`src/rtl/ae_pkg.sv`:
```
// Shared definitions for the AE accumulator controller:
// opcodes, AE select encodings and the sequencer state type.
package ae_pkg;

    localparam logic [2:0] OP_LOAD    = 3'b000;
    localparam logic [2:0] OP_ADD     = 3'b001;
    localparam logic [2:0] OP_ADC     = 3'b010;
    localparam logic [2:0] OP_SUB     = 3'b011;
    localparam logic [2:0] OP_INC     = 3'b100;
    localparam logic [2:0] OP_DEC     = 3'b101;
    localparam logic [2:0] OP_CLR     = 3'b110;
    localparam logic [2:0] OP_RPT_ADD = 3'b111;

    localparam logic [1:0] SEL_ADD      = 2'b00;
    localparam logic [1:0] SEL_SUBB     = 2'b01;
    localparam logic [1:0] SEL_XFER_INC = 2'b10;
    localparam logic [1:0] SEL_DEC      = 2'b11;

    typedef enum logic [1:0] {
        ST_IDLE = 2'd0,
        ST_EXEC = 2'd1,
        ST_DONE = 2'd2
    } state_t;

endpackage

```
`src/rtl/ae_op_decode.sv`:
```
// Combinational opcode decoder for the AE sequencer.
// Ports: op, flag_c in; sel, ci, uses_ae, is_repeat out.
module ae_op_decode
    import ae_pkg::*;
(
    input  logic [2:0] op,
    input  logic       flag_c,
    output logic [1:0] sel,
    output logic       ci,
    output logic       uses_ae,
    output logic       is_repeat
);

    always_comb begin
        sel       = SEL_ADD;
        ci        = 1'b0;
        uses_ae   = 1'b1;
        is_repeat = 1'b0;
        case (op)
            OP_LOAD:    uses_ae = 1'b0;
            OP_ADD:     ;
            OP_ADC:     ci = flag_c;
            OP_SUB: begin
                sel = SEL_SUBB;
                ci  = 1'b1;
            end
            OP_INC: begin
                sel = SEL_XFER_INC;
                ci  = 1'b1;
            end
            OP_DEC:     sel = SEL_DEC;
            OP_CLR:     uses_ae = 1'b0;
            OP_RPT_ADD: is_repeat = 1'b1;
            default:    ;
        endcase
    end

endmodule

```
`src/rtl/ae_acc_ctrl.sv`:
```
// Accumulator / micro-op sequencer driving the 4-bit AE.
// Ports: clk, rst_n; cmd_* handshake in; ae_* to/from AE;
// acc, flag_c, flag_z state out; busy, done status out.
module ae_acc_ctrl
    import ae_pkg::*;
#(
    parameter int WIDTH = 4,
    parameter int CNT_W = 4
) (
    input  logic             clk,
    input  logic             rst_n,
    input  logic             cmd_valid,
    output logic             cmd_ready,
    input  logic [2:0]       cmd_op,
    input  logic [WIDTH-1:0] cmd_operand,
    input  logic [CNT_W-1:0] cmd_count,
    output logic [WIDTH-1:0] ae_a,
    output logic [WIDTH-1:0] ae_b,
    output logic             ae_ci,
    output logic [1:0]       ae_sel,
    input  logic [WIDTH-1:0] ae_d,
    input  logic             ae_co,
    output logic [WIDTH-1:0] acc,
    output logic             flag_c,
    output logic             flag_z,
    output logic             busy,
    output logic             done
);

    state_t           state;
    state_t           state_nxt;
    logic [2:0]       op_q;
    logic [CNT_W-1:0] cnt;
    logic             uses_ae_q;
    logic             rpt_q;

    logic [1:0]       dec_sel;
    logic             dec_ci;
    logic             dec_uses_ae;
    logic             dec_repeat;

    logic             accept;
    logic             last_iter;
    logic             wr_en;
    logic [WIDTH-1:0] wr_val;
    logic             wr_c;

    ae_op_decode u_dec (
        .op        (cmd_op),
        .flag_c    (flag_c),
        .sel       (dec_sel),
        .ci        (dec_ci),
        .uses_ae   (dec_uses_ae),
        .is_repeat (dec_repeat)
    );

    assign ae_a      = acc;
    assign cmd_ready = (state == ST_IDLE);
    assign busy      = (state != ST_IDLE);
    assign done      = (state == ST_DONE);
    assign accept    = cmd_valid && cmd_ready;

    // A repeat with count 0 or 1 needs only the current EXEC cycle.
    assign last_iter = !rpt_q || (cnt <= CNT_W'(1));

    always_ff @(posedge clk) begin
        if (!rst_n) state <= ST_IDLE;
        else        state <= state_nxt;
    end

    always_comb begin
        state_nxt = state;
        wr_en     = 1'b0;
        // LOAD takes its value from the operand register; CLR writes 0.
        wr_val    = uses_ae_q ? ae_d :
                    (op_q == OP_LOAD) ? ae_b : '0;
        wr_c      = uses_ae_q ? ae_co : 1'b0;
        case (state)
            ST_IDLE: if (accept) state_nxt = ST_EXEC;
            ST_EXEC: begin
                // A zero-count repeat burns its cycle without a write.
                wr_en = !rpt_q || (cnt != '0);
                if (last_iter) state_nxt = ST_DONE;
            end
            ST_DONE: state_nxt = ST_IDLE;
            default: state_nxt = ST_IDLE;
        endcase
    end

    always_ff @(posedge clk) begin
        if (!rst_n) begin
            acc       <= '0;
            flag_c    <= 1'b0;
            flag_z    <= 1'b0;
            ae_b      <= '0;
            ae_sel    <= 2'b00;
            ae_ci     <= 1'b0;
            op_q      <= OP_LOAD;
            cnt       <= '0;
            uses_ae_q <= 1'b0;
            rpt_q     <= 1'b0;
        end else begin
            if (accept) begin
                op_q      <= cmd_op;
                ae_b      <= cmd_operand;
                cnt       <= cmd_count;
                ae_sel    <= dec_sel;
                ae_ci     <= dec_ci;
                uses_ae_q <= dec_uses_ae;
                rpt_q     <= dec_repeat;
            end
            if (state == ST_EXEC && !last_iter) cnt <= cnt - CNT_W'(1);
            if (wr_en) begin
                acc    <= wr_val;
                flag_c <= wr_c;
                flag_z <= (wr_val == '0);
            end
        end
    end

endmodule

```
`config.mk`:
```
export PLATFORM = sky130hd
export DESIGN_NAME = ae_acc_ctrl
export DESIGN_NICKNAME = d
export VERILOG_FILES = /design/src/rtl/ae_pkg.sv /design/src/rtl/ae_op_decode.sv /design/src/rtl/ae_acc_ctrl.sv
export SDC_FILE = /design/constraint.sdc
export NUM_CORES = 1
export LEC_CHECK = 0
export ABC_AREA = 1
export ABC_CLOCK_PERIOD_IN_PS = 3600
export CORE_ASPECT_RATIO = 0.7
export CORE_MARGIN = 2
export CORE_UTILIZATION = 48
export CTS_CLUSTER_SIZE = 8
export DETAILED_ROUTE_END_ITERATION = 6
export HOLD_SLACK_MARGIN = 0.08
export PLACE_DENSITY = 0.95
export RECOVER_POWER = 25
export SLEW_MARGIN = 10
export SYNTH_ARGS = -nofsm -noshare
export SYNTH_HDL_FRONTEND = slang
export SYNTH_SLANG_ARGS = --single-unit
export TNS_END_PERCENT = 5
```
`constraint.sdc`:
```
create_clock -name clk -period 3.6 [get_ports clk]
set_input_delay 0.54 -clock clk [delete_from_list [all_inputs] [get_ports clk]]
set_output_delay 0.54 -clock clk [all_outputs]
set_load 0.02 [all_outputs]
```
==> results.json, run 1 <==
{
  "synth_cell_type_count": 24,
  "io_buffer_count": 38,
  "cts_hold_buf": 0,
  "yosysMostFrequentCell": "nand2_1",
  "p_per_area_nw_per_um2": 366,
  "synthAdderAreaFrac": 0.0325,
  "syn_to_final_growth_pct": 32.3,
  "max_freq_mhz": 425,
  "n_antenna_cell": 0,
  "r2r_end": "cnt[0]",
  "ir_worst_vdd_v": 0.000262,
  "wl_per_cell_um": 12.4,
  "place_area_sq_um": 1520,
  "skew_ns": 0.00143,
  "initial_core_util": 0.523,
  "rsz0062_at_grt": "no",
  "dpl.hpwl_mm": 2.17,
  "synth-compound-area-share": 0.147,
  "cts_made_buffers": 3,
  "vias_per_cell": 5.08,
  "crit_start": "cmd_valid",
  "syn_avg_cell_area_sq_um": 7.36,
  "yosysSeqAreaShare": 0.416,
  "final_util": 0.692,
  "worstHoldStart": "ae_sel[0]",
  "place_inst": 219,
  "pre_cts_ws_ns": 1.70,
  "fin_nets": 214,
  "cp_data_arrival_time_ns": 2.62,
  "startpoint_type": "primary input",
  "die_h_um": 45.0,
  "yosys.area_share.xor_xnor": 0.0152,
  "drcViolationCount": 0,
  "synthMuxAreaShare": 0,
  "syn_area_sq_um": 1150,
  "grt_pass1_vias": 998,
  "rows": 14,
  "setup_viol": 0,
  "setup_ws_ns": 1.25,
  "status": "completed",
  "end_kind": "flip-flop",
  "stdcell_count": 222,
  "cts.clk_slew.worst_paths_ns": 0.12,
  "r2r_slack_ns": 1.52,
  "die_w_um": 62.6,
  "io_pins": 39,
  "r2r_start": "state[0]",
  "cts_root_buffer": "clkbuf_4",
  "min_to": "ae_sel[0]",
  "final_cell_area_sq_um": 1530,
  "cts_tree": "yes",
  "synth_edf_count": 0,
  "maxSlewHeadroom": 0.627,
  "ant_nets": 0,
  "required_ns": 3.87,
  "grt_antenna_before_repair": 0,
  "period_needed_ns": 2.35,
  "synth_top_area_cell": "dfxtp_1",
  "min_period_over_period": 0.653,
  "synth_top_family_by_area": "simple AND/OR/NAND/NOR gates",
  "synth_async_sr_flop_share": 0,
  "clock-sinks": 24,
  "ys_top_cells_by_area": "dfxtp_1, nand2_1, nor2_1, a21oi_1, nand3_1",
  "grt_pass1_wl_mm": 4.38,
  "yosys_warnings": 0,
  "critPathKind": "primary input to flip-flop",
  "grt.total_usage": 0.200,
  "dieArea_sq_um": 2820,
  "ys_ff_latch": 24,
  "post_cts_resized": 0,
  "wirelength_mm": 2.76,
  "finalMaxSlewViolations": 0,
  "grt_overflow": 0,
  "yosys-top-cells-count": "nand2_1, nor2_1, dfxtp_1, a21oi_1",
  "clock_latency_ns": 0.32,
  "synth-simple-area-share": 0.293,
  "clockBufferDepth": 2,
  "hold_depth": 2,
  "hold_viol": 0,
  "drive_above_1_share": 0.0632,
  "tns_ns": 0,
  "worst-path-max-fanout": 17,
  "cts_setup_buffers": 0,
  "synth-main-ff-cell": "dfxtp_1",
  "core_area_sq_um": 2210,
  "p_leak_nw": 0.632,
  "gp_congestion": 0.788,
  "worst-r2r-cell-count": 6,
  "worst_hold_path_type": "flip-flop to flip-flop",
  "vias": 1127,
  "drt_iter0_drc": 68,
  "synth.top_cell.area_share": 0.416,
  "htreeDepth": 1,
  "synthCells": 157,
  "grt_max_degree": 18,
  "tightest_slew_ns": 0.557,
  "max_cap_viol_count": 0,
  "synth_nets": 179,
  "drtPass1Iterations": 7
}
## routing by layer
metal	up-vias	wire, um	track usage	share of wire
met5	-	0	0	0
met3	2	205	0.0698	0.074
met2	45	1350	0.348	0.49
li1	571	-	-	-
met1	509	1200	0.245	0.43
met4	0	14	0.0489	0.0051
## layout make-up
| class | instances | area [sq um] |
|---|---|---|
| Tap cell | 32 | 40.0 |
| Inverter | 14 | 56.3 |
| Multi-Input combinational cell | 111 | 548 |
| Fill cell | 204 | 679 |
| Clock buffer | 3 | 22.5 |
| Timing Repair Buffer | 38 | 380 |
| Sequential cell | 24 | 480 |
## stage by stage
| stage | power [W] | hold slack [ns] |
|---|---|---|
| final | 0.000559 | 0.487 |
| after global placement | 0.000444 | 0.458 |
| after detailed placement | 0.000451 | 0.477 |
| after global routing | 0.000591 | 0.509 |
| after CTS | 0.000566 | 0.495 |
| after floorplan | 0.000391 | 0.443 |
## flip-flops by register name, summed over array words and instances (netlist names)
name and count:
op_q 3, uses_ae_q 1, flag_c 1, cnt 4, ae_sel 2, state 2, rpt_q 1, acc 4
ae_ci 1, flag_z 1, ae_b 4
## where the power goes
| group | internal (W) | switching (W) | leakage, nW |
|---|---|---|---|
| clock | 0.0000393 | 0.0000777 | 0.0138 |
| sequential | 0.000283 | 0.0000144 | 0.197 |
| combinational | 0.0000656 | 0.0000784 | 0.421 |
## logic make-up (layout without fill, tap and decap cells)
kind of cell	Yosys count	count (layout)
simple gates	74	74
buf+inv	22	55
xor+xnor	2	2
fa+ha+maj	3	3
compound gates	32	32
flops	24	24
## worst max path at each step
| stage | endpoint | slack [ns] | cells past startpoint |
|---|---|---|---|
| 5_1_grt | cnt[0] | 1.08 | 6 |
| 4_1_cts | busy | 1.55 | 3 |
| 6_report | cnt[0] | 1.25 | 6 |
| 3_3_place_gp | state[1] | 1.78 | 3 |
| 3_5_place_dp | state[1] | 1.70 | 3 |
| 2_1_floorplan | cnt[1] | 2.31 | 8 |
## critical path: stages
cell and delay, ns:
dlygate4sd3_1 0.54, nand2_1 0.39, clkinvlp_2 0.64, o21ai_0 0.34
o21ai_1 0.08, nor2_1 0.09
## cells in the final DEF (no fill, tap or decap), types with 2 or more instances in the layout
cell	n
xor2_1	2
o21ai_0	10
nand3_1	10
dfxtp_1	24
clkdlybuf4s50_1	37
ha_1	3
a21oi_1	14
clkbuf_4	3
o21ai_1	5
inv_1	11
nor2_4	2
nor2_1	27
nand2_1	32
No activity file was read; power rests on OpenSTA's default activity.
==> run 2: changes to the inputs <==
ABC_CLOCK_PERIOD_IN_PS = 2000   (was 3600)
CORE_UTILIZATION = 40   (was 48)
PLACE_DENSITY = 0.85   (was 0.95)
clock period = 2 ns   (was 3.6 ns; I/O delays follow)
==> run 2 against run 1 <==
Die area grew 18%; sequential power grew 79%; combinational power grew 80%; via count shrank 3.0%; clock power grew to 2.8 times the previous value; count of clock-buffer cells in the layout grew 1; critical path depth shrank 4; final cell count grew 2.7%; register-to-register slack lost 1.2 ns; highest routed layer unchanged; sequential cell count is the same; sequential share of layout area shrank 0.85 points; hold slack lost 0.020 ns.
==> results.json, run 2 (synthesized netlist as in run 1, its figures left out) <==
{
  "final_common_cell": "clkdlybuf4s50_1",
  "wirelength_mm": 2.47,
  "finalMaxSlewViolations": 0,
  "post_cts_resized": 0,
  "r2r_slack_ns": 0.35,
  "core_area_sq_um": 2760,
  "slowest_delay_ns": 0.64,
  "startpoint_type": "flip-flop",
  "clock_latency_ns": 0.26,
  "final_cell_area_sq_um": 1570,
  "cts.clk_slew.worst_paths_ns": 0.08,
  "tns_ns": 0,
  "worst_hold_path_type": "flip-flop to flip-flop",
  "rsz0062_at_grt": "no",
  "cp_data_arrival_time_ns": 1.42,
  "cts_root_buffer": "clkbuf_8",
  "ant_nets": 0,
  "pre_cts_ws_ns": 0.511,
  "die_w_um": 68.2,
  "clockBufferDepth": 2,
  "vias": 1093,
  "drive_above_1_share": 0.0729,
  "htreeDepth": 1,
  "n_antenna_cell": 0,
  "hold_viol": 0,
  "p_leak_nw": 0.652,
  "min_period_over_period": 0.861,
  "grt_pass1_wl_mm": 4.22,
  "drt_iter0_drc": 64,
  "critical_path.top_delay_family": "buffers and inverters",
  "power_frac_seq": 0.478,
  "initial_core_util": 0.418,
  "io_pins": 39,
  "skew_ns": 0.00154,
  "clock-sinks": 24,
  "reg.largest.list": "acc (4), ae_b (4), cnt (4)",
  "pwr-share-comb": 0.232,
  "drcViolationCount": 0,
  "gp_congestion": 0.870,
  "grt_overflow": 0,
  "grt_max_degree": 18,
  "max_cap_viol_count": 0,
  "die_h_um": 49.0,
  "swShare": 0.280,
  "critPathKind": "flip-flop to primary output",
  "required_ns": 1.70,
  "wl_per_cell_um": 10.8,
  "end_kind": "primary output",
  "maxSlewHeadroom": 0.664,
  "setup_ws_ns": 0.277,
  "dieArea_sq_um": 3340,
  "p_clk_frac": 0.291,
  "place_area_sq_um": 1530,
  "grt_pass1_vias": 971,
  "cts_hold_buf": 0,
  "cp_slowest_cell": "clkdlybuf4s50_1",
  "intPower_w": 0.000804,
  "dpl.hpwl_mm": 1.88,
  "io_buffer_count": 38,
  "path_buf_inv": 1,
  "power_switching_w": 0.000313,
  "period_needed_ns": 1.72,
  "max_freq_mhz": 580,
  "rows": 16,
  "ir_worst_vdd_v": 0.000519,
  "setup_viol": 0,
  "p_per_area_nw_per_um2": 712,
  "vias_per_cell": 4.79,
  "fin_nets": 215,
  "cts_tree": "yes",
  "final_cell_mix": "clkdlybuf4s50_1, nand2_1, nor2_1, dfxtp_1, a21oi_1",
  "final_util": 0.568,
  "tightest_slew_ns": 0.503,
  "path_cells": "nor2_1 -> clkdlybuf4s50_1",
  "cts_made_buffers": 3,
  "drtPass1Iterations": 4,
  "cts_setup_buffers": 0,
  "grt.total_usage": 0.165,
  "status": "completed",
  "worst-path-max-fanout": 3,
  "syn_to_final_growth_pct": 36.0,
  "grt_antenna_before_repair": 0
}
==> run 2: cell types whose count changed in the layout (fill, tap and decap cells not counted), sizes merged <==
cell / before / now
clkbuf: 3 / 4
clkinvlp: 1 / 0
buf: 0 / 1
dlygate4sd3: 1 / 0
clkdlybuf4s50: 37 / 38
inv: 13 / 14
==> run 2: worst paths after layout <==
check                start   endpoint  cells past startpoint
setup / recovery  state[0]  cmd_ready                      2
setup reg to reg    cnt[0]     cnt[1]                      8
hold reg to reg     flag_z     flag_z                      2
hold / removal      flag_z     flag_z                      2
==> run 2: stage by stage <==
step	hold WS [ns]	total power, W	instances
after floorplan	0.426	0.000704	157
after global placement	0.457	0.000806	224
after detailed placement	0.457	0.000810	224
after CTS	0.469	0.00113	228
after global routing	0.502	0.00118	228
final	0.467	0.00112	228
==> run 2: metal layers <==
metal,track usage,up-vias,part of all wire
li1,-,575,-
met1,0.231,480,0.48
met2,0.252,36,0.45
met3,0.0554,2,0.070
met4,0.0200,0,0.0028
met5,0,-,0
==> run 2: power by group through the flow <==
| stage | Combinational (W) | Sequential [W] | Clock [W] |
|---|---|---|---|
| final | 0.000259 | 0.000534 | 0.000325 |
| after global routing | 0.000288 | 0.000538 | 0.000356 |
| after CTS | 0.000266 | 0.000535 | 0.000329 |
| after detailed placement | 0.000264 | 0.000546 | 0 |
| after global placement | 0.000261 | 0.000545 | 0 |
| after floorplan | 0.000142 | 0.000563 | 0 |
==> run 2: layout make-up <==
type	count	area (sq um)
inverters	14	57.6
fillers	259	1190
clock buffers	4	55.1
repair buffers	39	388
well taps	36	45.0
flip-flops and latches	24	480
multi-input cells	111	544
==> run 2: worst reg2reg max path: cells and delay by family, from the launching register on <==
kind,cells,cell delay [ns]
AOI/OAI and AO/OA,1,0.35
DFF,1,0.36
adders and majority gates,1,0.23
and+or+nand+nor,5,0.49
buffers and inverters,1,0.09
==> run 3: changes to the inputs <==
CAP_MARGIN = 20   (was unset)
==> results of run 3 <==
Final layout, timing and power as in run 2 (identical DEF).
==> RTL edit (flow settings as in run 2) <==
Re-encode `state_t` (3 states) as one-hot, 3 bits wide.
--- a/src/rtl/ae_pkg.sv
+++ b/src/rtl/ae_pkg.sv
@@ -18,6 +18,6 @@
 
-    typedef enum logic [1:0] {
-        ST_IDLE = 2'd0,
-        ST_EXEC = 2'd1,
-        ST_DONE = 2'd2
+    typedef enum logic [2:0] {
+        ST_IDLE = 3'b001,
+        ST_EXEC = 3'b010,
+        ST_DONE = 3'b100
     } state_t;
Check against the original RTL: no difference found for any inputs over 10 cycles, from zero or initial values and one cycle with rst_n low; not proved beyond that.
==> RTL edit against run 2 <==
- via count grew 7.2%
- power grew 3.6%
- worst setup slack lost 0.17 ns
- sequential power grew 6.0%
- sequential cell count grew 1
- design area grew 5.9%
- routed wire length grew 11%
- synthesized area grew 8.5%
- die area grew 7.8%
- largest cell class unchanged
==> RTL edit: results (changes against run 2) <==
IO Port Bufs: 38 (unchanged)
Fin Clk Skew: 0.000944 ns (-0.000601 ns)
met3 Track Usage GR: 0.0434 (-0.0120)
sequential element share of the synthesized area: 0.400 (-0.0164)
Slew headroom: 0.597 (-0.0669)
post-CTS setup repair buffer count: 0 (unchanged)
most frequent cells after synthesis: nand2_1, dfxtp_1, nor2_1
largest registers: acc (4), ae_b (4), cnt (4)
Num CTS Buffers: 3 (unchanged)
share of cells above drive strength 1: 0.0739 (+0.000975)
P_leak: 0.692 nW (+6.1%)
largest net degree at the start of global routing: 17 (-1)
GRT Total Usage: 0.161 (-0.00422)
vias in the first global route: 1073 (+11%)
Max rail drop VDD: 0.421 mV (-19%)
Routed WL: 2.75 mm (+11%)
dpl hpwl: 2.08 mm (+10%)
fillers: 289 (+12%)
clk root buf: clkbuf_8
internal power: 0.811 mW (+0.87%)
Synth area leaders: dfxtp_1, nand2_1, nor2_1
CP arrival: 1.59 ns (+0.17 ns)
Post-synth ARST share: 0 (unchanged)
met1 GRT Util: 0.212 (-0.0190)
Mapped Nets: 190 (+6.1%)
first-pass GRT wire length: 4.67 mm (+11%)
RePlAce Congestion: 0.834 (-4.2%)
Global Route met2 Usage: 0.269 (+0.0170)
n_diodes: 0 (unchanged)
run status: complete, no violations
Netlist cell types: 26 (+8.3%)
Fin. Hold Viols: 0 (unchanged)
Pre-antenna DRT Iters: 4 (unchanged)
Top FF cell, synth: dfxtp_1
Starting DRT DRC Count: 101 (+58%)
Final #Nets: 226 (+5.1%)
CTS clk-pin slew, worst paths: 0.08 ns (about the same)
antenna violations before repair: 0 (unchanged)
worst hold path type: reg2reg
Vias/cell: 4.90 (+2.3%)
post-cts gate resize count: 0 (unchanged)
Max clock buf depth: 2 (unchanged)
H-tree depth: 1 (unchanged)
-- RTL edit: worst max-delay path: stages (launching register included) --
cell             delay, ns
dfxtp_1               0.32
inv_1                 0.16
nand3_4               0.13
inv_1                 0.11
clkdlybuf4s50_1       0.61
-- RTL edit: area by class of cell --
type	count	share of cell area
inverters	16	0.0361
well taps	36	0.0271
flip-flops and latches	25	0.301
multi-input cells	118	0.373
repair buffers	40	0.236
clock buffers	4	0.0271
-- RTL edit: final timing paths --
path,endpoint,slack [ns],startpoint,cells after the start
worst max-delay path,cmd_ready,0.11,state[1]$_SDFFE_PN0P_,4
worst min-delay path,op_q[2]$_SDFFE_PN0P_,0.47,op_q[2]$_SDFFE_PN0P_,2
worst max register to register,rpt_q$_SDFFE_PN0P_,0.35,state[1]$_SDFFE_PN0P_,6
worst min register to register,op_q[2]$_SDFFE_PN0P_,0.47,op_q[2]$_SDFFE_PN0P_,2
-- RTL edit: per-layer routing --
layer,vias up,part of all wire,routed length (um)
met1,522,0.49,1340
met3,2,0.072,197
met5,-,0,0
li1,613,-,-
met4,0,0.0044,12
met2,35,0.44,1200
-- RTL edit: cell families after synthesis --
kind of cell | after synthesis | share of synthesized area
compound gates | 32 | 0.144
xor+xnor | 1 | 0.00699
fa+ha+maj | 3 | 0.0300
buf+inv | 25 | 0.105
flops | 25 | 0.400
simple gates | 82 | 0.315
-- RTL edit: metrics by stage --
stage	instance area, um^2	hold WS, ns	cells	util	worst slack (ns)
2_1_floorplan	1250	0.435	168	-	0.633
6_report	1660	0.466	239	0.577	0.110
3_3_place_gp	1620	0.450	235	0.563	0.427
4_1_cts	1670	0.468	239	0.578	0.0864
3_5_place_dp	1620	0.457	235	0.563	0.395
5_1_grt	1660	0.491	239	0.577	0.0311
-- RTL edit: power by group through the flow --
stage | Combinational [mW] | Clock, mW | Sequential, mW
after floorplan | 0.177 | 0 | 0.594
after global routing | 0.334 | 0.316 | 0.573
after CTS | 0.305 | 0.302 | 0.567
after global placement | 0.297 | 0 | 0.577
final | 0.299 | 0.293 | 0.566
after detailed placement | 0.303 | 0 | 0.578
